## config.mk

```make
export PLATFORM = sky130hd
export DESIGN_NAME = fpu_arbiter
export DESIGN_NICKNAME = d
export VERILOG_FILES = /design/src/rtl/fpu_pkg.sv /design/src/rtl/rr_arb2.sv /design/src/rtl/fpu_arbiter.sv
export SDC_FILE = /design/constraint.sdc
export NUM_CORES = 1
export LEC_CHECK = 0
export BUFFER_PORTS_ARGS = -buffer_cell sky130_fd_sc_hd__buf_4
export CAP_MARGIN = 20
export CELL_PAD_IN_SITES_DETAIL_PLACEMENT = 0
export CELL_PAD_IN_SITES_GLOBAL_PLACEMENT = 2
export CORE_MARGIN = 2
export CORE_UTILIZATION = 26
export CTS_CLUSTER_SIZE = 16
export DETAILED_ROUTE_END_ITERATION = 8
export PLACE_DENSITY_LB_ADDON = 0.1
export SETUP_SLACK_MARGIN = 0.3
export SLEW_MARGIN = 5
export SYNTH_ARGS = -nofsm -noshare
export SYNTH_HDL_FRONTEND = slang
export SYNTH_SLANG_ARGS = --single-unit
```

## constraint.sdc

```tcl
create_clock -name clock -period 2.39 [get_ports clock]
set_clock_uncertainty 0.15 [all_clocks]
set_input_delay 0.478 -clock clock [delete_from_list [all_inputs] [get_ports clock]]
set_output_delay 0.478 -clock clock [all_outputs]
set_load 0.05 [all_outputs]
```

## src/rtl/fpu_pkg.sv

```systemverilog
// Shared definitions for the FPU request arbiter: FSM states, operand field layout
// and response status bit positions.
package fpu_pkg;

    typedef enum logic [1:0] {
        ST_IDLE  = 2'd0,
        ST_ISSUE = 2'd1,
        ST_WAIT  = 2'd2,
        ST_RESP  = 2'd3
    } arb_state_e;

    localparam int BIAS   = 31;
    localparam int EXP_W  = 6;
    localparam int MANT_W = 25;
    localparam int WORD_W = 1 + EXP_W + MANT_W;

    localparam int STAT_W       = 4;
    localparam int STAT_TMO_BIT = 3;
    localparam int STAT_FPU_MSB = 2;

    localparam logic [STAT_W-1:0] STATUS_TIMEOUT = STAT_W'(1) << STAT_TMO_BIT;
    localparam logic [STAT_W-1:0] STATUS_CORE_MASK = STAT_W'((1 << (STAT_FPU_MSB + 1)) - 1);

    // Core status as reported to a requester: timeout bit forced clear.
    function automatic logic [STAT_W-1:0] core_status(input logic [STAT_W-1:0] raw);
        return raw & STATUS_CORE_MASK;
    endfunction

endpackage

```

## src/rtl/rr_arb2.sv

```systemverilog
// Two-way round-robin grant. On a tie the requester not granted last wins;
// last_grant resets to 1 so requester 0 takes the first tie.
module rr_arb2 (
    input  logic       clock,
    input  logic       reset,
    input  logic [1:0] req_valid,
    input  logic       enable,
    input  logic       update,
    output logic [1:0] grant,
    output logic       gnt_id
);

    logic last_grant_reg;
    logic last_grant_next;

    always_comb begin
        gnt_id = 1'b0;
        unique case (req_valid)
            2'b01:   gnt_id = 1'b0;
            2'b10:   gnt_id = 1'b1;
            2'b11:   gnt_id = ~last_grant_reg;
            default: gnt_id = 1'b0;
        endcase
        grant = 2'b00;
        if (enable && (req_valid != 2'b00)) begin
            grant = gnt_id ? 2'b10 : 2'b01;
        end
        last_grant_next = update ? gnt_id : last_grant_reg;
    end

    always_ff @(posedge clock or negedge reset) begin
        if (!reset) begin
            last_grant_reg <= 1'b1;
        end else begin
            last_grant_reg <= last_grant_next;
        end
    end

endmodule

```

## src/rtl/fpu_arbiter.sv

```systemverilog
// Arbitrates two requesters onto a single external FPU core, one operation in
// flight, with a WAIT-state timeout that aborts a stuck core.
module fpu_arbiter
    import fpu_pkg::*;
#(
    parameter int TIMEOUT_CYC = 64,
    parameter int CNT_W       = 16
) (
    input  logic             clock,
    input  logic             reset,
    input  logic [1:0]       req_valid,
    output logic [1:0]       req_ready,
    input  logic [31:0]      req0_a,
    input  logic [31:0]      req0_b,
    input  logic [31:0]      req1_a,
    input  logic [31:0]      req1_b,
    output logic [1:0]       rsp_valid,
    input  logic [1:0]       rsp_ready,
    output logic [31:0]      rsp_data,
    output logic [3:0]       rsp_status,
    output logic             fpu_start,
    output logic [31:0]      fpu_op_a,
    output logic [31:0]      fpu_op_b,
    input  logic             fpu_done,
    input  logic [31:0]      fpu_data,
    input  logic [3:0]       fpu_status,
    output logic             fpu_abort,
    output logic [CNT_W-1:0] op_count
);

    localparam int TMO_W = (TIMEOUT_CYC > 2) ? $clog2(TIMEOUT_CYC) : 1;
    localparam logic [TMO_W-1:0] TMO_LAST = TMO_W'(TIMEOUT_CYC - 1);

    arb_state_e          state_reg, state_next;
    logic [WORD_W-1:0]   op_a_reg, op_b_reg;
    logic                gnt_id_reg;
    logic [TMO_W-1:0]    tmo_cnt_reg;
    logic [WORD_W-1:0]   rsp_data_reg;
    logic [STAT_W-1:0]   rsp_status_reg;
    logic [CNT_W-1:0]    op_count_reg;

    logic [1:0]          arb_grant;
    logic                arb_gnt_id;
    logic [1:0]          req_fire;
    logic [1:0]          rsp_fire;
    logic                accept;
    logic                capture;
    logic                timeout;
    logic                rsp_take;

    // Grant is only offered in IDLE and never while reset is held.
    rr_arb2 u_rr_arb2 (
        .clock     (clock),
        .reset     (reset),
        .req_valid (req_valid),
        .enable    ((state_reg == ST_IDLE) && reset),
        .update    (accept),
        .grant     (arb_grant),
        .gnt_id    (arb_gnt_id)
    );

    genvar gi;
    generate
        for (gi = 0; gi < 2; gi++) begin : g_port
            assign req_ready[gi] = arb_grant[gi];
            assign req_fire[gi]  = req_valid[gi] & arb_grant[gi];
            assign rsp_valid[gi] = (state_reg == ST_RESP) && (gnt_id_reg == 1'(gi));
            assign rsp_fire[gi]  = rsp_valid[gi] & rsp_ready[gi];
        end
    endgenerate

    always_comb begin
        state_next = state_reg;
        fpu_start  = 1'b0;
        fpu_abort  = 1'b0;
        accept     = 1'b0;
        capture    = 1'b0;
        timeout    = 1'b0;
        rsp_take   = 1'b0;
        unique case (state_reg)
            ST_IDLE: begin
                if (|req_fire) begin
                    accept     = 1'b1;
                    state_next = ST_ISSUE;
                end
            end
            ST_ISSUE: begin
                fpu_start  = 1'b1;
                state_next = ST_WAIT;
            end
            ST_WAIT: begin
                // A completion on the final WAIT cycle beats the timeout.
                if (fpu_done) begin
                    capture    = 1'b1;
                    state_next = ST_RESP;
                end else if (tmo_cnt_reg == TMO_LAST) begin
                    timeout    = 1'b1;
                    fpu_abort  = 1'b1;
                    state_next = ST_RESP;
                end
            end
            ST_RESP: begin
                if (|rsp_fire) begin
                    rsp_take   = 1'b1;
                    state_next = ST_IDLE;
                end
            end
            default: state_next = ST_IDLE;
        endcase
    end

    always_ff @(posedge clock or negedge reset) begin
        if (!reset) begin
            state_reg      <= ST_IDLE;
            op_a_reg       <= '0;
            op_b_reg       <= '0;
            gnt_id_reg     <= 1'b0;
            tmo_cnt_reg    <= '0;
            rsp_data_reg   <= '0;
            rsp_status_reg <= '0;
            op_count_reg   <= '0;
        end else begin
            state_reg <= state_next;
            if (accept) begin
                op_a_reg   <= arb_gnt_id ? req1_a : req0_a;
                op_b_reg   <= arb_gnt_id ? req1_b : req0_b;
                gnt_id_reg <= arb_gnt_id;
            end
            if (state_reg == ST_ISSUE) begin
                tmo_cnt_reg <= '0;
            end else if (state_reg == ST_WAIT) begin
                tmo_cnt_reg <= tmo_cnt_reg + TMO_W'(1);
            end
            if (capture) begin
                rsp_data_reg   <= fpu_data;
                rsp_status_reg <= core_status(fpu_status);
            end else if (timeout) begin
                rsp_data_reg   <= '0;
                rsp_status_reg <= STATUS_TIMEOUT;
            end
            if (rsp_take) begin
                op_count_reg <= op_count_reg + CNT_W'(1);
            end
        end
    end

    assign fpu_op_a   = op_a_reg;
    assign fpu_op_b   = op_b_reg;
    assign rsp_data   = rsp_data_reg;
    assign rsp_status = rsp_status_reg;
    assign op_count   = op_count_reg;

endmodule

```

==> results_dict.tcl, run 1 <==
set metrics [dict create \
    fmax_mhz 462.5 \
    drv_cap 0 \
    drv_slew 0 \
    vias_per_cell 4.392 \
    nets 1022 \
    antenna_found_initial 1 \
    ir_drop_uv 639.1 \
    cp.depth 6 \
    gp_congestion 0.7380 \
    final_common_cell "buf_4" \
    cp-end-kind "output port" \
    ys_warn_count 0 \
    cts_tree "built" \
    min_period_over_period_pct 90.46 \
    total_power_w 0.01284 \
    grt_max_degree 110 \
    post-place-ws_ns 0.3270 \
    ant_nets 0 \
    clk_pin_slew_worst_paths_ns 0.06 \
    cp_max_fo 3 \
    yosysUniqueCellTypes 39 \
    layout_setup_ws_ns 0.2280 \
    yosysSeqAreaShare_pct 56.83 \
    cp.buffers_inverters 3 \
    setup_violations 0 \
    slowest_delay_ns 0.39 \
    worst_pin_slew_ns 0.6076 \
    p_leak_nw 4.465 \
    fill_cells 2093 \
    grt_pass1_wl_mm 27.92 \
    status "complete, no violations" \
    grt_pass1_vias 5127 \
    multi_input_area_mm2 0.002298 \
    core_area_mm2 0.02096 \
    cts.sinks 126 \
    sw_frac_of_total_pct 47.75 \
    cp-start-kind "register" \
    rsz0062_at_grt "true" \
    min_path_type "in2async" \
    netSwitchingPower_w 0.006132 \
    slew_headroom_pct 59.50 \
    crit_type "reg2out" \
    post_synth.cell_area_avg_um2 10.22 \
    cts_buffers 17 \
    dpl_cell_area_mm2 0.008045 \
    clkPwrFrac_pct 19.3 \
    start_util_pct 26.49 \
    cts-root-buf "clkbuf_16" \
    power.internal_w 0.006709 \
    hold_viol_final 0 \
    dieArea_mm2 0.02253 \
    die_height_um 150.1 \
    postSynthCellCount 543 \
    fin_setup_tns_ns 0 \
    cp.arrival_ns 1.53 \
    crit_chain "inv_2, buf_6, ha_4, o211ai_4, nor2_4, buf_8" \
    syn_area_mm2 0.005550 \
    p_per_area_mw_per_mm2 1460 \
    mostFrequentLayoutCells "buf_4 (302), nand2_1 (167), dfrtp_1 (124), o21ai_0 (64), mux2i_1 (40)" \
    final_area_mm2 0.008796 \
    register_area_mm2 0.003156 \
    ctsHtreeMaxLevel 4 \
    die_w_um 150.1 \
    wl_mm 17.90 \
    drtIter0Drc 155 \
    synth_fp_nets 721 \
    drive_gt1_share_pct 42.52 \
    dr_total_vias 4967 \
    pwr-share-comb_pct 52.6 \
    worstRegToRegCells 9 \
    period_needed_ns 2.162 \
    dpl.hpwl_mm 13.16 \
    drc 0 \
    pin_count 293 \
    n_antenna_cell 0 \
    ys_seq_elements 126 \
    cts_buffer_depth 2 \
    rows 53 \
    portBuffers 291 \
    crit_path_top_delay_cell "dfrtp_1" \
    power_frac_seq_pct 28.1 \
    grt_overflow 0 \
    areaGrowthSynthToFinish_pct 58.48 \
    grtUsageTotal_pct 16.11 \
    firstDrtPassIters 4 \
    cp_top_family "flip-flops" \
    cp_data_required_time_ns 1.76 \
    wire_per_inst_um 15.82 \
    clock_latency_ns 0.41 \
]
[final timing paths]
check                                               from                         end  slack, ns
worst max-delay path            state_reg[0]$_DFFE_PN0P_                req_ready[0]       0.23
worst min-delay path                               reset  tmo_cnt_reg[2]$_DFFE_PN0P_       0.04
worst max register to register  state_reg[0]$_DFFE_PN0P_    state_reg[1]$_DFFE_PN0P_       0.28
worst min register to register  fpu_op_a[23]$_DFFE_PN0P_    fpu_op_a[23]$_DFFE_PN0P_       0.32
max in group asynchronous                          reset    state_reg[1]$_DFFE_PN0P_       1.39
min in group clock                           fpu_data[3]     rsp_data[3]$_DFFE_PN0P_       0.11
[final cells by class]
type | instances | area share [%]
clock buffers | 19 | 4.922
clock inverters | 12 | 1.394
inverters | 5 | 0.2134
multi-input cells | 381 | 26.13
flip-flops and latches | 126 | 35.87
well taps | 275 | 3.912
repair buffers | 313 | 27.55
[cell usage after synthesis, drive strengths merged]
library cell | n | area, µm²
nand3 | 5 | 25.02
and4 | 3 | 26.28
a22oi | 26 | 195.2
a21o | 3 | 22.52
dfrtp | 125 | 3128
nand3b | 2 | 15.01
mux2 | 4 | 48.79
o211ai | 1 | 12.51
nand2b | 2 | 12.51
buf | 17 | 115.1
mux2i | 41 | 414.1
dfstp | 1 | 26.28
o22ai | 2 | 12.51
ha | 7 | 87.58
nor2 | 7 | 28.78
clkbuf | 14 | 55.05
inv | 5 | 18.77
a21boi | 1 | 18.77
nand2 | 167 | 626.9
nor2b | 1 | 6.260
xor2 | 5 | 43.79
and2 | 2 | 12.51
nor3b | 1 | 7.510
o21ai | 76 | 384.1
xnor2 | 12 | 105.1
a21oi | 3 | 15.01
nor3 | 3 | 42.54
and3 | 2 | 12.51
nand4 | 5 | 31.28
[power groups by stage]
stage / clock, W / sequential (W) / combinational, W
6_report: 0.00247 / 0.00361 / 0.00676
5_1_grt: 0.00265 / 0.00374 / 0.00721
4_1_cts: 0.00254 / 0.00362 / 0.00683
3_5_place_dp: 0 / 0.00363 / 0.00661
3_3_place_gp: 0 / 0.00358 / 0.00654
2_1_floorplan: 0 / 0.00640 / 0.00156
[stage by stage]
step / utilization [%] / cells / hold WS (ns)
6_report: 41.98 / 1131 / 0.04167
5_1_grt: 41.98 / 1131 / 0.1005
3_5_place_dp: 38.39 / 1090 / 0.3078
4_1_cts: 41.92 / 1131 / 0.08191
3_3_place_gp: 38.39 / 1090 / 0.3016
2_1_floorplan: - / 543 / 0.03241
[timing repair]
item | 4_1_cts | 5_1_grt
endpoints found under the setup margin | 6 | 7
hold buffers | 1 | 0
buffers inserted | 9 | 0
gates resized for setup | 23 | 3
pin swaps | 6 | 1
endpoints found under the hold margin | 17 | 0
[kinds of logic (layout without fill, tap and decap cells)]
group                    after synthesis  after routing  share of synthesized area [%]
XOR/XNOR                              17             17                          2.683
adder cells (fa/ha/maj)                7              7                          1.578
AO/OA/AOI/OAI                        112            112                          11.90
AND/OR/NAND/NOR                      200            200                          15.26
flip-flops                           126            126                          56.83
multiplexers                          45             45                          8.341
buffers and inverters                 36            349                          3.404
[per-layer routing]
metal | vias to the layer above | track usage, % | part of all wire (%)
met3 | 19 | 6.000 | 10
li1 | 2440 | - | -
met2 | 190 | 26.85 | 48
met1 | 2316 | 19.12 | 40
met4 | 2 | 5.566 | 1.7
met5 | - | 0 | 0.084
Power figures use the tool's default switching activity.
==> run 2: changes to the inputs <==
--- a/config.mk
+++ b/config.mk
@@ -14,6 +14,7 @@
 export CTS_CLUSTER_SIZE = 16
 export DETAILED_ROUTE_END_ITERATION = 8
 export PLACE_DENSITY_LB_ADDON = 0.1
+export REMOVE_ABC_BUFFERS = 1
 export SETUP_SLACK_MARGIN = 0.3
 export SLEW_MARGIN = 5
 export SYNTH_ARGS = -nofsm -noshare
==> results_dict.tcl, run 2 (synthesized netlist as in run 1, its figures left out) <==
set metrics [dict create \
    status "complete, no violations" \
    antenna_found_initial 0 \
    die_w_um 150.1 \
    pin_count 293 \
    cp_data_required_time_ns 1.76 \
    die_height_um 150.1 \
    dpl.hpwl_mm 12.73 \
    fmax_mhz 456.9 \
    portBuffers 291 \
    cts_tree "built" \
    dr_total_vias 4951 \
    worst_pin_slew_ns 0.6080 \
    drc 0 \
    cp.arrival_ns 1.56 \
    drv_cap 0 \
    grt_pass1_vias 4971 \
    fin_setup_tns_ns 0 \
    clock_latency_ns 0.41 \
    ctsHtreeMaxLevel 4 \
    ir_drop_uv 503.4 \
    register_area_mm2 0.003156 \
    cts-root-buf "clkbuf_16" \
    final_common_cell "buf_4" \
    dieArea_mm2 0.02253 \
    cp_max_fo 3 \
    rsz0062_at_grt "true" \
    hold_viol_final 0 \
    period_needed_ns 2.189 \
    start_util_pct 26.49 \
    nets 1030 \
    core_area_mm2 0.02096 \
    cp-start-kind "register" \
    mostFrequentLayoutCells "buf_4 (315), nand2_1 (167), dfrtp_1 (124), o21ai_0 (64), mux2i_1 (40)" \
    drive_gt1_share_pct 43.24 \
    wire_per_inst_um 15.21 \
    hold_buffers 0 \
    firstDrtPassIters 5 \
    setup_violations 0 \
    clk_pin_slew_worst_paths_ns 0.06 \
    areaGrowthSynthToFinish_pct 59.96 \
    cp-end-kind "output port" \
    drtIter0Drc 161 \
    min_path_type "in2async" \
    grtUsageTotal_pct 15.47 \
    grt_max_degree 66 \
    vias_per_cell 4.343 \
    gp_congestion 0.7393 \
    p_leak_nw 4.516 \
    crit_type "reg2out" \
    cts_buffer_depth 2 \
    grt_pass1_wl_mm 26.70 \
    p_per_area_mw_per_mm2 1474 \
    min_period_over_period_pct 91.58 \
    fill_cells 2135 \
    multi_input_area_mm2 0.002283 \
    rows 53 \
    utilization_pct 42.37 \
    cts.sinks 126 \
    grt_overflow 0 \
    slew_headroom_pct 59.46 \
    n_antenna_cell 0 \
    worstRegToRegCells 9 \
    cts_buffers 17 \
    wl_mm 17.34 \
    drv_slew 0 \
    ant_nets 0 \
]
==> run 2: final timing paths <==
| check | from | end | slack (ns) |
|---|---|---|---|
| setup / recovery | state_reg[0]$_DFFE_PN0P_ | req_ready[0] | 0.20 |
| setup reg to reg | state_reg[0]$_DFFE_PN0P_ | fpu_op_b[5]$_DFFE_PN0P_ | 0.51 |
| hold reg to reg | fpu_op_a[29]$_DFFE_PN0P_ | fpu_op_a[29]$_DFFE_PN0P_ | 0.32 |
| max in group asynchronous | reset | fpu_op_b[5]$_DFFE_PN0P_ | 1.04 |
| min in group clock | fpu_data[7] | rsp_data[7]$_DFFE_PN0P_ | 0.11 |
| hold / removal | reset | state_reg[1]$_DFFE_PN0P_ | 0.03 |
==> run 2: through the flow <==
step | cell area [µm²] | instances | setup WS, ns | hold slack (ns) | total power, W
global route | 8879 | 1140 | 0.1104 | 0.06177 | 0.01385
CTS | 8816 | 1135 | 0.1694 | 0.03579 | 0.01320
global placement | 8028 | 1091 | 0.3001 | 0.3038 | 0.01010
floorplan | 5380 | 512 | -1.558 | 0.03241 | 0.007903
detailed placement | 8028 | 1091 | 0.2582 | 0.3079 | 0.01021
finish | 8879 | 1140 | 0.2013 | 0.02967 | 0.01308
==> run 2: final cells by class <==
type                    count  share of cell area (%)
well taps                 275                   3.875
clock buffers              18                   4.946
clock inverters            14                   2.043
multi-input cells         381                   25.72
inverters                   5                  0.2396
flip-flops and latches    126                   35.54
repair buffers            321                   27.64
==> run 2: metal layers <==
| metal | part of all wire, % | track usage [%] |
|---|---|---|
| met1 | 41 | 18.17 |
| met2 | 52 | 27.40 |
| met3 | 6.4 | 4.727 |
| met4 | 0.88 | 4.104 |
| met5 | 0 | 0 |
==> run 2: repair_timing <==
action | CTS | global route
cloned | 0 | 0
pin swaps | 5 | 2
endpoints found under the setup margin | 6 | 16
resized for setup | 19 | 5
setup buffers | 12 | 5
==> run 2: power breakdown <==
| group | internal [W] | switching [W] | total [W] |
|---|---|---|---|
| registers | 0.00305 | 0.000553 | 0.00360 |
| clock network | 0.00169 | 0.00102 | 0.00270 |
| logic | 0.00218 | 0.00461 | 0.00678 |
==> run 2: critical path, cell delays in order (launching register included) <==
cell      delay [ns]
dfrtp_1         0.41
inv_2           0.12
ha_4            0.17
o211ai_4        0.09
nor2_4          0.19
buf_8           0.17
